<file path="src/rtl/char_console_writer_pkg.sv">
// Shared definitions for the character console writer: screen geometry,
// ASCII control codes, FSM states and cursor commands.
package char_console_writer_pkg;

   localparam int COLS       = 64;
   localparam int ROWS       = 16;
   localparam int COL_W      = 6;
   localparam int ROW_W      = 4;
   localparam int CELL_W     = ROW_W + COL_W;
   localparam int CLR_W      = CELL_W + 1;
   localparam int RAM_ADDR_W = 14;

   localparam logic [7:0] ASCII_BS    = 8'h08;
   localparam logic [7:0] ASCII_LF    = 8'h0A;
   localparam logic [7:0] ASCII_FF    = 8'h0C;
   localparam logic [7:0] ASCII_CR    = 8'h0D;
   localparam logic [7:0] BLANK       = 8'h20;
   localparam logic [7:0] PRINTABLE_LO = 8'h20;
   localparam logic [7:0] PRINTABLE_HI = 8'h7E;

   typedef enum logic [1:0] {
      ST_IDLE,
      ST_CLR_ROW,
      ST_CLR_ALL
   } state_t;

   typedef enum logic [2:0] {
      CUR_HOLD,
      CUR_ADVANCE,
      CUR_NEWLINE,
      CUR_RETURN,
      CUR_BACK,
      CUR_HOME
   } cur_cmd_t;

   function automatic logic is_printable(input logic [7:0] c);
      return (c >= PRINTABLE_LO) && (c <= PRINTABLE_HI);
   endfunction

endpackage

</file>
<file path="src/rtl/char_console_writer_if.sv">
// Byte-stream handshake into the console writer: the producer drives
// char_valid/char_data, the writer answers with char_ready.
interface char_console_writer_if;

   logic       char_valid;
   logic [7:0] char_data;
   logic       char_ready;

   modport master (output char_valid, output char_data, input char_ready);
   modport slave  (input char_valid, input char_data, output char_ready);

endinterface

</file>
<file path="src/rtl/char_console_writer_cursor.sv">
// Row/column cursor for the console writer. Handles advance with line wrap,
// newline, carriage return, backspace and home, and exposes flat cell addresses.
module char_cursor
   import char_console_writer_pkg::*;
(
   input  logic              clk,
   input  logic              rst_n,
   input  cur_cmd_t          cmd,
   output logic [ROW_W-1:0]  row,
   output logic [COL_W-1:0]  col,
   output logic [CELL_W-1:0] cell_addr,
   output logic [CELL_W-1:0] back_addr,
   output logic              at_last_col,
   output logic              at_first_col
);

   assign at_last_col  = (col == COL_W'(COLS - 1));
   assign at_first_col = (col == '0);
   assign cell_addr    = {row, col};
   assign back_addr    = {row, col - COL_W'(1)};

   // ROWS is a power of two, so the row counter wraps to 0 on its own.
   always_ff @(posedge clk) begin
      if (!rst_n) begin
         row <= '0;
         col <= '0;
      end else begin
         unique case (cmd)
            CUR_ADVANCE: begin
               if (at_last_col) begin
                  col <= '0;
                  row <= row + ROW_W'(1);
               end else begin
                  col <= col + COL_W'(1);
               end
            end
            CUR_NEWLINE: begin
               col <= '0;
               row <= row + ROW_W'(1);
            end
            CUR_RETURN: col <= '0;
            CUR_BACK: begin
               if (!at_first_col) col <= col - COL_W'(1);
            end
            CUR_HOME: begin
               row <= '0;
               col <= '0;
            end
            default: ;
         endcase
      end
   end

endmodule

</file>
<file path="src/rtl/char_console_writer.sv">
// Terminal-style writer feeding the character RAM write port: decodes the
// byte stream, tracks the cursor and runs row / full-screen blanking sweeps.
module char_console_writer
   import char_console_writer_pkg::*;
#(
   parameter int ADDR_W = RAM_ADDR_W
) (
   input  logic                 clk,
   input  logic                 rst_n,
   char_console_writer_if.slave char_in,
   output logic                 busy,
   output logic                 wea,
   output logic [ADDR_W-1:0]    addra,
   output logic [7:0]           dia,
   output logic [ROW_W-1:0]     cur_row,
   output logic [COL_W-1:0]     cur_col
);

   state_t            state_q, state_d;
   logic [CLR_W-1:0]  clr_ptr_q, clr_ptr_d;
   logic              wea_d;
   logic [ADDR_W-1:0] addra_d;
   logic [7:0]        dia_d;
   cur_cmd_t          cur_cmd;
   logic [CELL_W-1:0] cell_addr, back_addr;
   logic              at_last_col, at_first_col;
   logic              accept;

   assign char_in.char_ready = (state_q == ST_IDLE);
   assign busy               = (state_q == ST_CLR_ALL);
   assign accept             = char_in.char_valid && char_in.char_ready;

   char_cursor u_cursor (
      .clk          (clk),
      .rst_n        (rst_n),
      .cmd          (cur_cmd),
      .row          (cur_row),
      .col          (cur_col),
      .cell_addr    (cell_addr),
      .back_addr    (back_addr),
      .at_last_col  (at_last_col),
      .at_first_col (at_first_col)
   );

   // The clear pointer counts one past the last cell so the final blank write
   // is still visible while the state reads as a clear state.
   always_comb begin
      state_d   = state_q;
      clr_ptr_d = clr_ptr_q;
      wea_d     = 1'b0;
      addra_d   = addra;
      dia_d     = dia;
      cur_cmd   = CUR_HOLD;

      unique case (state_q)
         ST_IDLE: begin
            if (accept) begin
               if (is_printable(char_in.char_data)) begin
                  wea_d   = 1'b1;
                  addra_d = ADDR_W'(cell_addr);
                  dia_d   = char_in.char_data;
                  cur_cmd = CUR_ADVANCE;
                  if (at_last_col) begin
                     state_d   = ST_CLR_ROW;
                     clr_ptr_d = '0;
                  end
               end else begin
                  unique case (char_in.char_data)
                     ASCII_LF: begin
                        cur_cmd   = CUR_NEWLINE;
                        state_d   = ST_CLR_ROW;
                        clr_ptr_d = '0;
                     end
                     ASCII_CR: cur_cmd = CUR_RETURN;
                     ASCII_BS: begin
                        if (!at_first_col) begin
                           cur_cmd = CUR_BACK;
                           wea_d   = 1'b1;
                           addra_d = ADDR_W'(back_addr);
                           dia_d   = BLANK;
                        end
                     end
                     ASCII_FF: begin
                        cur_cmd   = CUR_HOME;
                        state_d   = ST_CLR_ALL;
                        clr_ptr_d = '0;
                     end
                     default: ;
                  endcase
               end
            end
         end
         ST_CLR_ROW: begin
            if (clr_ptr_q == CLR_W'(COLS)) begin
               state_d = ST_IDLE;
            end else begin
               wea_d     = 1'b1;
               addra_d   = ADDR_W'({cur_row, clr_ptr_q[COL_W-1:0]});
               dia_d     = BLANK;
               clr_ptr_d = clr_ptr_q + CLR_W'(1);
            end
         end
         ST_CLR_ALL: begin
            if (clr_ptr_q == CLR_W'(COLS * ROWS)) begin
               state_d = ST_IDLE;
            end else begin
               wea_d     = 1'b1;
               addra_d   = ADDR_W'(clr_ptr_q[CELL_W-1:0]);
               dia_d     = BLANK;
               clr_ptr_d = clr_ptr_q + CLR_W'(1);
            end
         end
         default: state_d = ST_CLR_ALL;
      endcase
   end

   always_ff @(posedge clk) begin
      if (!rst_n) begin
         state_q   <= ST_CLR_ALL;
         clr_ptr_q <= '0;
         wea       <= 1'b0;
         addra     <= '0;
         dia       <= BLANK;
      end else begin
         state_q   <= state_d;
         clr_ptr_q <= clr_ptr_d;
         wea       <= wea_d;
         addra     <= addra_d;
         dia       <= dia_d;
      end
   end

endmodule

</file>
<file path="src/flat_wrapper.sv">
// flat-port wrapper written by rule: the top's interface ports become plain ports
module char_console_writer_flat import char_console_writer_pkg::*;
#(
   parameter int ADDR_W = RAM_ADDR_W
)
  (clk, rst_n, busy, wea, addra, dia, cur_row, cur_col, char_in_char_valid, char_in_char_data, char_in_char_ready);
  char_console_writer_if char_in_i ();
  input  logic clk;
  input  logic rst_n;
  output logic busy;
  output logic wea;
  output logic [ADDR_W-1:0] addra;
  output logic [7:0] dia;
  output logic [ROW_W-1:0] cur_row;
  output logic [COL_W-1:0] cur_col;
  input wire logic [$bits(char_in_i.char_valid)-1:0] char_in_char_valid;
  input wire logic [$bits(char_in_i.char_data)-1:0] char_in_char_data;
  output wire logic [$bits(char_in_i.char_ready)-1:0] char_in_char_ready;
  assign char_in_i.char_valid = char_in_char_valid;
  assign char_in_i.char_data = char_in_char_data;
  assign char_in_char_ready = char_in_i.char_ready;
  char_console_writer #(.ADDR_W(ADDR_W)) u_core (.clk(clk), .rst_n(rst_n), .char_in(char_in_i), .busy(busy), .wea(wea), .addra(addra), .dia(dia), .cur_row(cur_row), .cur_col(cur_col));
endmodule
</file>
<file path="config.mk">
export PLATFORM = sky130hd
export DESIGN_NAME = char_console_writer_flat
export DESIGN_NICKNAME = d
export VERILOG_FILES = /design/src/rtl/char_console_writer_pkg.sv /design/src/rtl/char_console_writer_if.sv /design/src/rtl/char_console_writer_cursor.sv /design/src/rtl/char_console_writer.sv /design/src/flat_wrapper.sv
export SDC_FILE = /design/constraint.sdc
export NUM_CORES = 1
export LEC_CHECK = 0
export CORE_MARGIN = 4
export CORE_UTILIZATION = 53
export DETAILED_ROUTE_END_ITERATION = 16
export PLACE_DENSITY_LB_ADDON = 0.2
export SYNTH_ARGS = -nofsm -noshare
export SYNTH_HDL_FRONTEND = slang
export SYNTH_SLANG_ARGS = --single-unit
</file>
<file path="constraint.sdc">
create_clock -name clk -period 3.2 [get_ports clk]
set_input_delay 0.48 -clock clk [delete_from_list [all_inputs] [get_ports clk]]
set_output_delay 0.48 -clock clk [all_outputs]
set_load 0.02 [all_outputs]
</file>
Word level (Yosys, flattened, before mapping)
Cells that the tools add are included.
Cells by class
  add/sub/neg operators: 4
  magnitude comparators: 2
  equality and inequality tests: 26
  mux-type cells: 45
  reductions and logical operators: 14
Operators with widths (number)
  two-way mux 14 bit: 6
  two-way mux 11 bit: 6
  two-way mux 8 bit: 6
  case mux 14 bit (3 select lines): 1
  case mux 11 bit (3 select lines): 1
  == test 8 x 4 -> 1 bit (second input constant): 4
  case mux 8 bit (3 select lines): 1
  case mux 6 bit (3 select lines): 1
  two-way mux 3 bit: 4
  two-way mux 6 bit: 2
  inequality test 3 bit (second input constant): 4
  case mux 3 bit (4 select lines): 1
  case mux 4 bit (3 select lines): 1
  AND reduction 6 bit: 2
  adder 11 x 1 -> 11 bit (second input constant): 1
  == test 11 bit (second input constant): 1
  == test 11 x 7 -> 1 bit (second input constant): 1
  two-way mux 2 bit: 5
  nonzero test 3 bit: 3
  >= comparator 8 x 6 -> 1 bit (second input constant): 1
  less-or-equal comparator 8 x 7 -> 1 bit (second input constant): 1
  inequality test 2 bit (second input constant): 4
  adder 6 x 1 -> 6 bit (second input constant): 1
  == test 3 x 2 -> 1 bit (second input constant): 2
  21 further kinds: 31
Storage, ports and cells
  flip-flop bits (word level): 46
  input port bits: 11
  output and inout port bits: 35
  logic and storage cells: 98

Logic depth before layout (Yosys ltp)
  word-level depth: 10
  gate-level depth with buffers: 9
  depth with buffers taken out: 8

Cells and area by module
A second synthesis with hierarchy kept.
Second synthesis, totals
  cell total of the unflattened synthesis: 388
  area total of the unflattened synthesis: 3099.2 um2
By module, submodules not included
  char_console_writer: times used 1, cells each 282, area an instance 2275.9 um2, seq. area each 640.6 um2
  char_cursor: times used 1, cells each 106, area an instance 823.3 um2, seq. area each 200.2 um2

Worst setup path after synthesis
No wires, ideal clock.
  kind: input port to flip-flop
  start point: input port char_in_char_data[4]
  end point: register u_core.dia[1]
  data arrival time: 2.297 ns
  data required time: 3.128 ns
  slack: 0.831 ns
  stages: 8
  cell sequence: or4b_4 nor4_1 a21oi_1 o21ai_1 and2_1 buf_2 buf_2 mux2i_1
On the way
  longest elaborated chain between the ends: 5
  elaborated cells on any way between the ends: 10
RTL lines
  from (decl): RTL line flat_wrapper.sv:17  | input wire logic [$bits(char_in_i.char_data)-1:0] char_in_char_data;
  >= comparator 8 x 6 -> 1 bit or less-or-equal comparator 8 x 7 -> 1 bit (tied branches): RTL line char_console_writer_pkg.sv:37  | return (c >= PRINTABLE_LO) && (c <= PRINTABLE_HI);
  logical AND 1 bit: RTL line char_console_writer_pkg.sv:37
  two-way mux 8 bit: RTL line char_console_writer.sv:58  | if (is_printable(char_in.char_data)) begin
  two-way mux 8 bit: RTL line char_console_writer.sv:57  | if (accept) begin
  case mux 8 bit (3 select lines): RTL line char_console_writer.sv:55  | unique case (state_q)
  to (signal assigned): RTL line char_console_writer.sv:129  | dia <= dia_d;
  to (decl): RTL line char_console_writer.sv:14  | output logic [7:0] dia,
Parallel ways exist; a longest one is shown, timed or not. The select of a mux whose other input is x is not followed.
A chain may end at the register's enable or synchronous reset.

Final worst setup path
  start point: input port char_in_char_data[5]
  end point: register u_core.clr_ptr_q[5]
On the way
  longest elaborated chain between the ends: 5
  elaborated cells on any way between the ends: 12
RTL lines
  >= comparator 8 x 6 -> 1 bit or less-or-equal comparator 8 x 7 -> 1 bit (tied branches): RTL line char_console_writer_pkg.sv:37
  logical AND 1 bit: RTL line char_console_writer_pkg.sv:37
  two-way mux 11 bit: RTL line char_console_writer.sv:58
  two-way mux 11 bit: RTL line char_console_writer.sv:57
  case mux 11 bit (3 select lines): RTL line char_console_writer.sv:55
  to (signal assigned): RTL line char_console_writer.sv:126  | clr_ptr_q <= clr_ptr_d;
  to (decl): RTL line char_console_writer.sv:20  | logic [CLR_W-1:0] clr_ptr_q, clr_ptr_d;
Parallel ways exist; a longest one is shown, timed or not. The select of a mux whose other input is x is not followed.

==> out/summary.json <==
{
  "outcome": {"value": "completed"},
  "drtPass1Iterations": {"value": 4},
  "post-dp-hpwl": {"value": 5110, "unit": "µm"},
  "yosys-top-cells-area": {"value": "sky130_fd_sc_hd__dfxtp_1, sky130_fd_sc_hd__a21oi_1, sky130_fd_sc_hd__ha_1"},
  "detail_route.iter0.violations": {"value": 162},
  "pin_count": {"value": 46},
  "count_leader_synth": {"value": "sky130_fd_sc_hd__dfxtp_1"},
  "die-height": {"value": 78.0, "unit": "µm"},
  "numCtsBuffers": {"value": 5},
  "flow.area_growth_from_synthesis": {"value": 23.8, "unit": "%"},
  "grt_antenna_before_repair": {"value": 0},
  "worstPathMaxFanout": {"value": 5},
  "rsz0062_at_grt": {"value": "false"},
  "post_synth_most_frequent_cells": {"value": "sky130_fd_sc_hd__dfxtp_1, sky130_fd_sc_hd__nand2_1, sky130_fd_sc_hd__a21oi_1"},
  "report.final.slew_viol_count": {"value": 0},
  "number_of_synthesized_flops_with_an_enable_pin": {"value": 0},
  "synthCells": {"value": 323},
  "grt_util_all_layers": {"value": 24.4, "unit": "%"},
  "yosys_warning_total": {"value": 0},
  "maxClockFrequency": {"value": 368, "unit": "MHz"},
  "final_hold_viol_count": {"value": 0},
  "fp-row-count": {"value": 25},
  "design.die.area": {"value": 0.00608, "unit": "mm²"},
  "cpLargestDelayFamily": {"value": "simple AND/OR/NAND/NOR gates"},
  "synth.largest_area_cell": {"value": "sky130_fd_sc_hd__dfxtp_1"},
  "grt_max_degree": {"value": 31},
  "drtAntennaViolNets": {"value": 0},
  "chipWidth": {"value": 78.0, "unit": "µm"},
  "grt.met3_usage": {"value": 4.52, "unit": "%"},
  "crit_path_max_incr_delay": {"value": 580, "unit": "ps"},
  "ctsRootBufferMaster": {"value": "sky130_fd_sc_hd__clkbuf_8"},
  "grt_use_met2": {"value": 39.6, "unit": "%"},
  "ys_ff_latch": {"value": 42},
  "clock_sink_count": {"value": 42},
  "post_cts_buffers": {"value": 0},
  "weighted_congestion_reported_at_the_end_of_routability_driven_placement": {"value": 0.923},
  "fin_skew": {"value": 4.19, "unit": "ps"},
  "synth_top_flop_cell": {"value": "sky130_fd_sc_hd__dfxtp_1"},
  "startpoint_type": {"value": "input port"},
  "drt_wl_total": {"value": 7130, "unit": "µm"},
  "min_period_over_period": {"value": 84.9, "unit": "%"},
  "worst_hold_path_type": {"value": "reg -> reg"},
  "cts-root-to-sink-buffers": {"value": 2},
  "grt_busiest_layer": {"value": "met2"},
  "final_nets": {"value": 385},
  "path_clk_slew": {"value": 90, "unit": "ps"},
  "gr-usage-met1": {"value": 30.8, "unit": "%"},
  "path_class": {"value": "in -> reg"},
  "critical_path.slowest_cell": {"value": "sky130_fd_sc_hd__or4b_4"},
  "finalHoldWorstSlack": {"value": 464, "unit": "ps"},
  "maxCapViolCount": {"value": 0},
  "insertedDiodeCount": {"value": 0},
  "numPortBuffers": {"value": 41},
  "clk-insertion-delay-late": {"value": 300, "unit": "ps"},
  "postCtsHoldBufs": {"value": 0},
  "cp-end-kind": {"value": "register"},
  "cts_tree": {"value": "yes"},
  "yosysSeqAreaShare": {"value": 32.4, "unit": "%"},
  "synth_area_per_cell": {"value": 8.04, "unit": "µm²"},
  "crit_required": {"value": 3430, "unit": "ps"},
  "synth_top_area_share": {"value": 32.4, "unit": "%"},
  "power.leakage": {"value": 1.27, "unit": "nW"},
  "cts_h_tree_depth": {"value": 2},
  "min_period": {"value": 2720, "unit": "ps"},
  "setup_tns": {"value": 0, "unit": "ps"},
  "dr_total_vias": {"value": 2620},
  "detailed_route_drc_error_count": {"value": 0},
  "worst_slew_pin_slew": {"value": 699, "unit": "ps"},
  "grt_pass1_vias": {"value": 2488},
  "cts.repair.resized": {"value": 0},
  "total_power": {"value": 1.42, "unit": "mW"},
  "ys_async_sr_fraction": {"value": 0, "unit": "%"},
  "path_cells": {"value": "clkdlybuf4s50_1 -> or4b_4 -> nor4_2 -> a221oi_1 -> nor4b_2 -> or3b_1 -> a21oi_1"},
  "finalSetupViolations": {"value": 0},
  "grt.overflow.total": {"value": 0},
  "detail_route.vias_per_cell": {"value": 6.06},
  "timing.max_slew.rel_slack": {"value": 53.3, "unit": "%"},
  "avgRoutedWirePerCell": {"value": 16.5, "unit": "µm"},
  "timing.critical_path.buf_inv": {"value": 1},
  "start_util": {"value": 55.0, "unit": "%"},
  "mappedNetlistArea": {"value": 0.00260, "unit": "mm²"},
  "global_route_wire_length_before_repair": {"value": 12000, "unit": "µm"},
  "synth_cell_type_count": {"value": 63},
  "worst_path_arrival_time": {"value": 2940, "unit": "ps"},
  "power.density": {"value": 443, "unit": "mW/mm²"},
  "vdd_ir_drop_max": {"value": 232, "unit": "µV"},
  "final_layout_size_suffix_gt1_share": {"value": 8.22, "unit": "%"},
  "core_region_area": {"value": 0.00472, "unit": "mm²"}
}
-- state kept, by name, indices dropped and copies added, names as in the netlist --
| signal | count |
|---|---|
| u_core.u_cursor.row | 4 |
| u_core.addra | 10 |
| u_core.u_cursor.col | 6 |
| u_core.wea | 1 |
| u_core.clr_ptr_q | 11 |
| u_core.dia | 8 |
| u_core.state_q | 2 |
-- cell usage in the layout (no fill, tap or decap), drive strengths merged, types with 2 or more instances in the layout --
master         count
clkbuf             5
nor2              22
o2111ai            3
nand2b             3
o32ai              3
a32oi              5
a31oi              3
nor2b              3
o22a               2
o22ai              3
o21ai             12
nand2             32
xnor2              5
nand4b             2
a311oi             2
nor4b              2
ha                10
nand4              3
o41ai              2
a21oi             31
a41oi              2
or3                6
clkdlybuf4s50     41
o211a              4
a211oi             9
o21a               3
and3               9
xor2               3
dfxtp             42
buf               12
conb               4
nor4               3
nand3             19
nor3               5
or2                2
mux2i              8
inv               17
or3b               2
-- worst min-delay path, stage by stage, from the launching register on --
cell and delay, ps:
sky130_fd_sc_hd__dfxtp_1 320, sky130_fd_sc_hd__nand2_1 50, sky130_fd_sc_hd__mux2i_1 50
-- metrics by stage --
step	utilization (%)	area [µm²]	setup slack, ps	instances
CTS	68.1	3210	495	432
finish	68.1	3210	485	432
global route	68.1	3210	381	432
detailed placement	65.7	3100	197	424
global placement	65.7	3100	274	424
floorplan	-	2610	831	326
-- routing by layer --
metal	wire [µm]	vias to the layer above	share of wire, %
li1	-	1270	-
met1	3060	1225	43
met2	3400	100	48
met3	385	25	5.4
met4	290	0	4.1
met5	0	-	0
-- where the power goes --
group          internal [mW]  switching (mW)  total, mW
Combinational          0.171           0.229      0.400
Clock                  0.234           0.203      0.438
Sequential             0.558          0.0281      0.586
Total                  0.963           0.461       1.42
-- cells by family (layout without fill, tap and decap cells) --
family          count (synthesis)  count (layout)  share of synthesized area, %
compound gates                 97              97                          26.6
xor+xnor                        8               8                          2.70
fa+ha+maj                      10              10                          4.82
buf+inv                        38              77                          6.27
flops                          42              42                          32.4
mux                             8               8                          3.08
other cells                     1               4                         0.144
simple gates                  119             119                          24.0
-- path summary, 6_finish.rpt --
kind	startpoint	end	slack (ps)	depth (start not counted)
max reg2reg	u_core.u_cursor.col[1]	u_core.clr_ptr_q[3]	830	7
min	u_core.dia[3]	u_core.dia[3]	460	2
max	char_in_char_data[5]	u_core.clr_ptr_q[5]	480	7
min reg2reg	u_core.dia[3]	u_core.dia[3]	460	2
-- area by class of cell --
type | count | area [µm²]
Clock buffer | 5 | 68.8
Timing Repair Buffer | 53 | 513
Tap cell | 67 | 83.8
Fill cell | 418 | 1510
Inverter | 16 | 60.1
Clock inverter | 3 | 43.8
Multi-Input combinational cell | 246 | 1600
Sequential cell | 42 | 841
(Power assumes the default switching activity.)
==> variant 1 (same flow settings) <==
Set the package constant `RAM_ADDR_W` to 15 (it was 14).
--- a/src/rtl/char_console_writer_pkg.sv
+++ b/src/rtl/char_console_writer_pkg.sv
@@ -8,7 +8,7 @@
    localparam int ROW_W      = 4;
    localparam int CELL_W     = ROW_W + COL_W;
    localparam int CLR_W      = CELL_W + 1;
-   localparam int RAM_ADDR_W = 14;
+   localparam int RAM_ADDR_W = 15;
 
    localparam logic [7:0] ASCII_BS    = 8'h08;
    localparam logic [7:0] ASCII_LF    = 8'h0A;
Interface: changed (resized addra); port bits go from 46 to 47. The function was not compared with the original's and may differ.
==> variant 1 against the unedited design <==
- non-clock buffer count is the same
- sequential cell count is the same
- global-route usage shrank 0.51 points
- routed wire length shrank 1.1%
- power shrank 4.8%
- area after synthesis grew 0.29%
- sequential power is essentially flat
- maximum frequency shrank 0.14%
- critical path depth is the same
- sequential share of layout area grew 0.11 points
- cell area shrank 0.43%
- setup slack lost 0.0038 ns
==> variant 1: results (changes against the unedited design) <==
- Seq Cell Count: 42 (unchanged)
- Library cell contributing the largest single delay on the critical path: or4b_4 (unchanged)
- Static power due to leakage: 1.27 nW (about the same)
- Share of synthesized area spent on multiplexers: 3.08% (about the same)
- Largest net degree at the start of global routing: 31 (unchanged)
- Synth Area in XOR/XNOR: 2.69% (was 2.70%)
- Multi-input gate area in the final layout: 0.00161 mm2 (was 0.00160 mm2)
- Top post-synthesis cells by area: dfxtp_1, a21oi_1, ha_1, nand2_1, nand3_1 (unchanged)
- Multi-input combinational cell count: 247 (was 246)
- Arr. time, crit path: 2.95 ns (was 2.94 ns)
- Layout clock buffers: 6 (was 5)
- Buffer share of cell area: 16.0% (about the same)
- Post-CTS Setup Bufs: 0 (unchanged)
- Post-synthesis sequential area ratio: 32.3% (was 32.4%)
- Number of DRC markers after the initial detailed-route iteration: 151 (was 162)
- Adder-Cell Fraction of Synth Area: 4.81% (was 4.82%)
- Hold Crit Class: flip-flop to flip-flop (unchanged)
- Final layout net count: 386 (was 385)
- Routed length per instance: 16.3 um (was 16.5 um)
- Post-detailed-placement cell area: 0.00311 mm2 (was 0.00310 mm2)
- Sum of routed wire length over all layers: 7050 um (was 7130 um)
- Clock Skew: 0.0108 ns (was 0.00419 ns)
- HPWL after detailed placement: 5140 um (was 5110 um)
- Area of all placed cells without fillers: 0.00320 mm2 (was 0.00321 mm2)
- Routability congestion estimate from global placement: 0.942 (was 0.923)
- Worst max-slew margin expressed relative to the limit: 54.2% (was 53.3%)
- Vias in the first global route: 2484 (was 2488)
- Post-DR vias/cell: 6.06 (about the same)
- Dpl ws: 0.219 ns (was 0.197 ns)
- Worst ir drop on vdd: 0.000199 V (was 0.000232 V)
- Wire length of the first global-routing pass: 11900 um (was 12000 um)
- Layout cells sized above 1: 8.20% (was 8.22%)
- Placement Rows: 25 (unchanged)
- Placed cell count: 425 (was 424)
- Clock network share of area: 2.97% (was 3.50%)
- Average instance area after synthesis: 8.04 um2 (about the same)
- Compound-Gate Fraction of Synth Area: 26.5% (was 26.6%)
- Number of diodes: 0 (unchanged)
- Run status: finished, final reports clean (unchanged)
- Global Route Usage Sum: 23.8% (was 24.4%)
## variant 1: cell count changes in the layout (fill, tap and decap cells not counted), sizes merged
cell / delta
conb: +1
inv: -1
bufinv: -1
clkinvlp: +1
clkbuf: +1
## variant 1: worst paths after layout
kind                             start             endpoint  slack, ns  cells past startpoint
hold reg to reg          u_core.dia[4]        u_core.dia[4]       0.46                      2
hold / removal           u_core.dia[4]        u_core.dia[4]       0.46                      2
setup reg to reg   u_core.clr_ptr_q[0]    u_core.state_q[0]       0.75                      8
setup / recovery  char_in_char_data[5]  u_core.clr_ptr_q[5]       0.48                      7
## variant 1: metal layers
metal  vias up  share of wire, %  GRT usage [%]  wire, um
li1       1273                 -              -         -
met1      1227                42           30.7      2960
met2       107                50           40.0      3500
met3        17               5.8           4.36       409
met4         0               2.6           8.57       184
met5         -                 0              0         0
## variant 1: power by group
part	leakage, nW	switching (mW)	internal (mW)	total [mW]
clock network	0.0472	0.192	0.174	0.365
registers	0.340	0.0291	0.558	0.587
logic	0.878	0.231	0.171	0.403
==> variant 2 (config.mk and constraints unchanged) <==
Without the edit above. The 3 states of `state_t` get a one-hot encoding in 3 bits.
--- a/src/rtl/char_console_writer_pkg.sv
+++ b/src/rtl/char_console_writer_pkg.sv
@@ -18,10 +18,10 @@
    localparam logic [7:0] PRINTABLE_LO = 8'h20;
    localparam logic [7:0] PRINTABLE_HI = 8'h7E;
 
-   typedef enum logic [1:0] {
-      ST_IDLE,
-      ST_CLR_ROW,
-      ST_CLR_ALL
+   typedef enum logic [2:0] {
+      ST_IDLE    = 3'b001,
+      ST_CLR_ROW = 3'b010,
+      ST_CLR_ALL = 3'b100
    } state_t;
 
    typedef enum logic [2:0] {
Formal check against the unedited RTL: same outputs for any inputs over 10 cycles, from zero or initial values and one cycle with rst_n low; not proved beyond that.
==> variant 2 against the unedited design <==
- first-iteration DRC count is 14% higher
- global-route usage fell by 2.7 points
- setup slack got worse by 0.031 ns
- register-to-register slack worse by 0.35 ns
- area after synthesis is 1.3% lower
- cell area shrank 3.9%
- non-clock buffer count is 2 lower
- routed wire length decreased by 11%
- maximum frequency decreased by 1.1%
- sequential cell count rose by 1
- critical endpoint is now u_core.addra[0]
Power is not compared: it rests on default switching activity, and its combinational part moved more than twofold at a synthesized area within 25%.
==> variant 2: results (changes against the unedited design) <==
- Wire length the detailed router placed on met1: 2830 um (was 3060 um)
- Routed wire length on met3: 286 um (was 385 um)
- Compound-Gate Fraction of Synth Area: 20.8% (was 26.6%)
- Area delta synth->final: 20.5% (was 23.8%)
- Multi-input gate area in the final layout: 0.00154 mm2 (was 0.00160 mm2)
- Dpl ws: 0.130 ns (was 0.197 ns)
- Worst Path Max Fanout: 21 (was 5)
- HPWL after detailed placement: 4710 um (was 5110 um)
- Final cell count without fillers: 417 (was 432)
- Flip-flop and latch count after synthesis: 43 (was 42)
- Layout cells sized above 1: 9.09% (was 8.22%)
- Top post-synthesis cells by area: dfxtp_1, nand3_1, o21ai_0, nand2_1, nor2_1 (was dfxtp_1, a21oi_1, ha_1, nand2_1, nand3_1)
- Placed cell count: 409 (was 424)
- Met2 demand-to-capacity share in global routing: 37.0% (was 39.6%)
- Worst max-slew margin expressed relative to the limit: 26.0% (was 53.3%)
- R2R Path Start: u_core.u_cursor.col[0] (was u_core.u_cursor.col[1])
- Adder-Cell Fraction of Synth Area: 2.93% (was 4.82%)
- Library cell contributing the largest single delay on the critical path: a32o_1 (was or4b_4)
- Number of cells produced by synthesis: 328 (was 323)
- Largest net degree at the start of global routing: 22 (was 31)
- Routability congestion estimate from global placement: 0.976 (was 0.923)
- Number of DRC markers after the initial detailed-route iteration: 184 (was 162)
- Met3 track utilization from global routing: 4.41% (was 4.52%)
- Final layout net count: 379 (was 385)
- Sequential portion of the cell area: 27.9% (was 26.2%)
- Synth Area in XOR/XNOR: 4.44% (was 2.70%)
- Run status: finished, final reports clean (unchanged)
- Clock Skew: 0.00818 ns (was 0.00419 ns)
-- variant 2: changes by cell type in the layout (fill, tap and decap cells not counted), moves of 7 or more --
cell / change
a21oi_1: -23
o21ai_0: +23
nand3_1: +14
nand2_1: +10
inv_1: -9
a211oi_1: -8
nor2_1: +7
-- variant 2: path summary, 6_finish.rpt --
path	cells past startpoint	slack (ns)	end
setup / recovery	8	0.45	u_core.addra[0]
hold / removal	2	0.47	u_core.addra[4]
setup reg to reg	9	0.48	u_core.addra[0]
hold reg to reg	2	0.47	u_core.addra[4]
-- variant 2: worst reg2reg max path: stages (launching register included) --
cell     delay, ns
dfxtp_1       0.49
inv_1         0.15
ha_1          0.23
nor2b_1       0.14
nand2_1       0.14
or4b_1        0.48
a32o_1        0.53
buf_12        0.26
nand3_1       0.08
o21ai_0       0.10
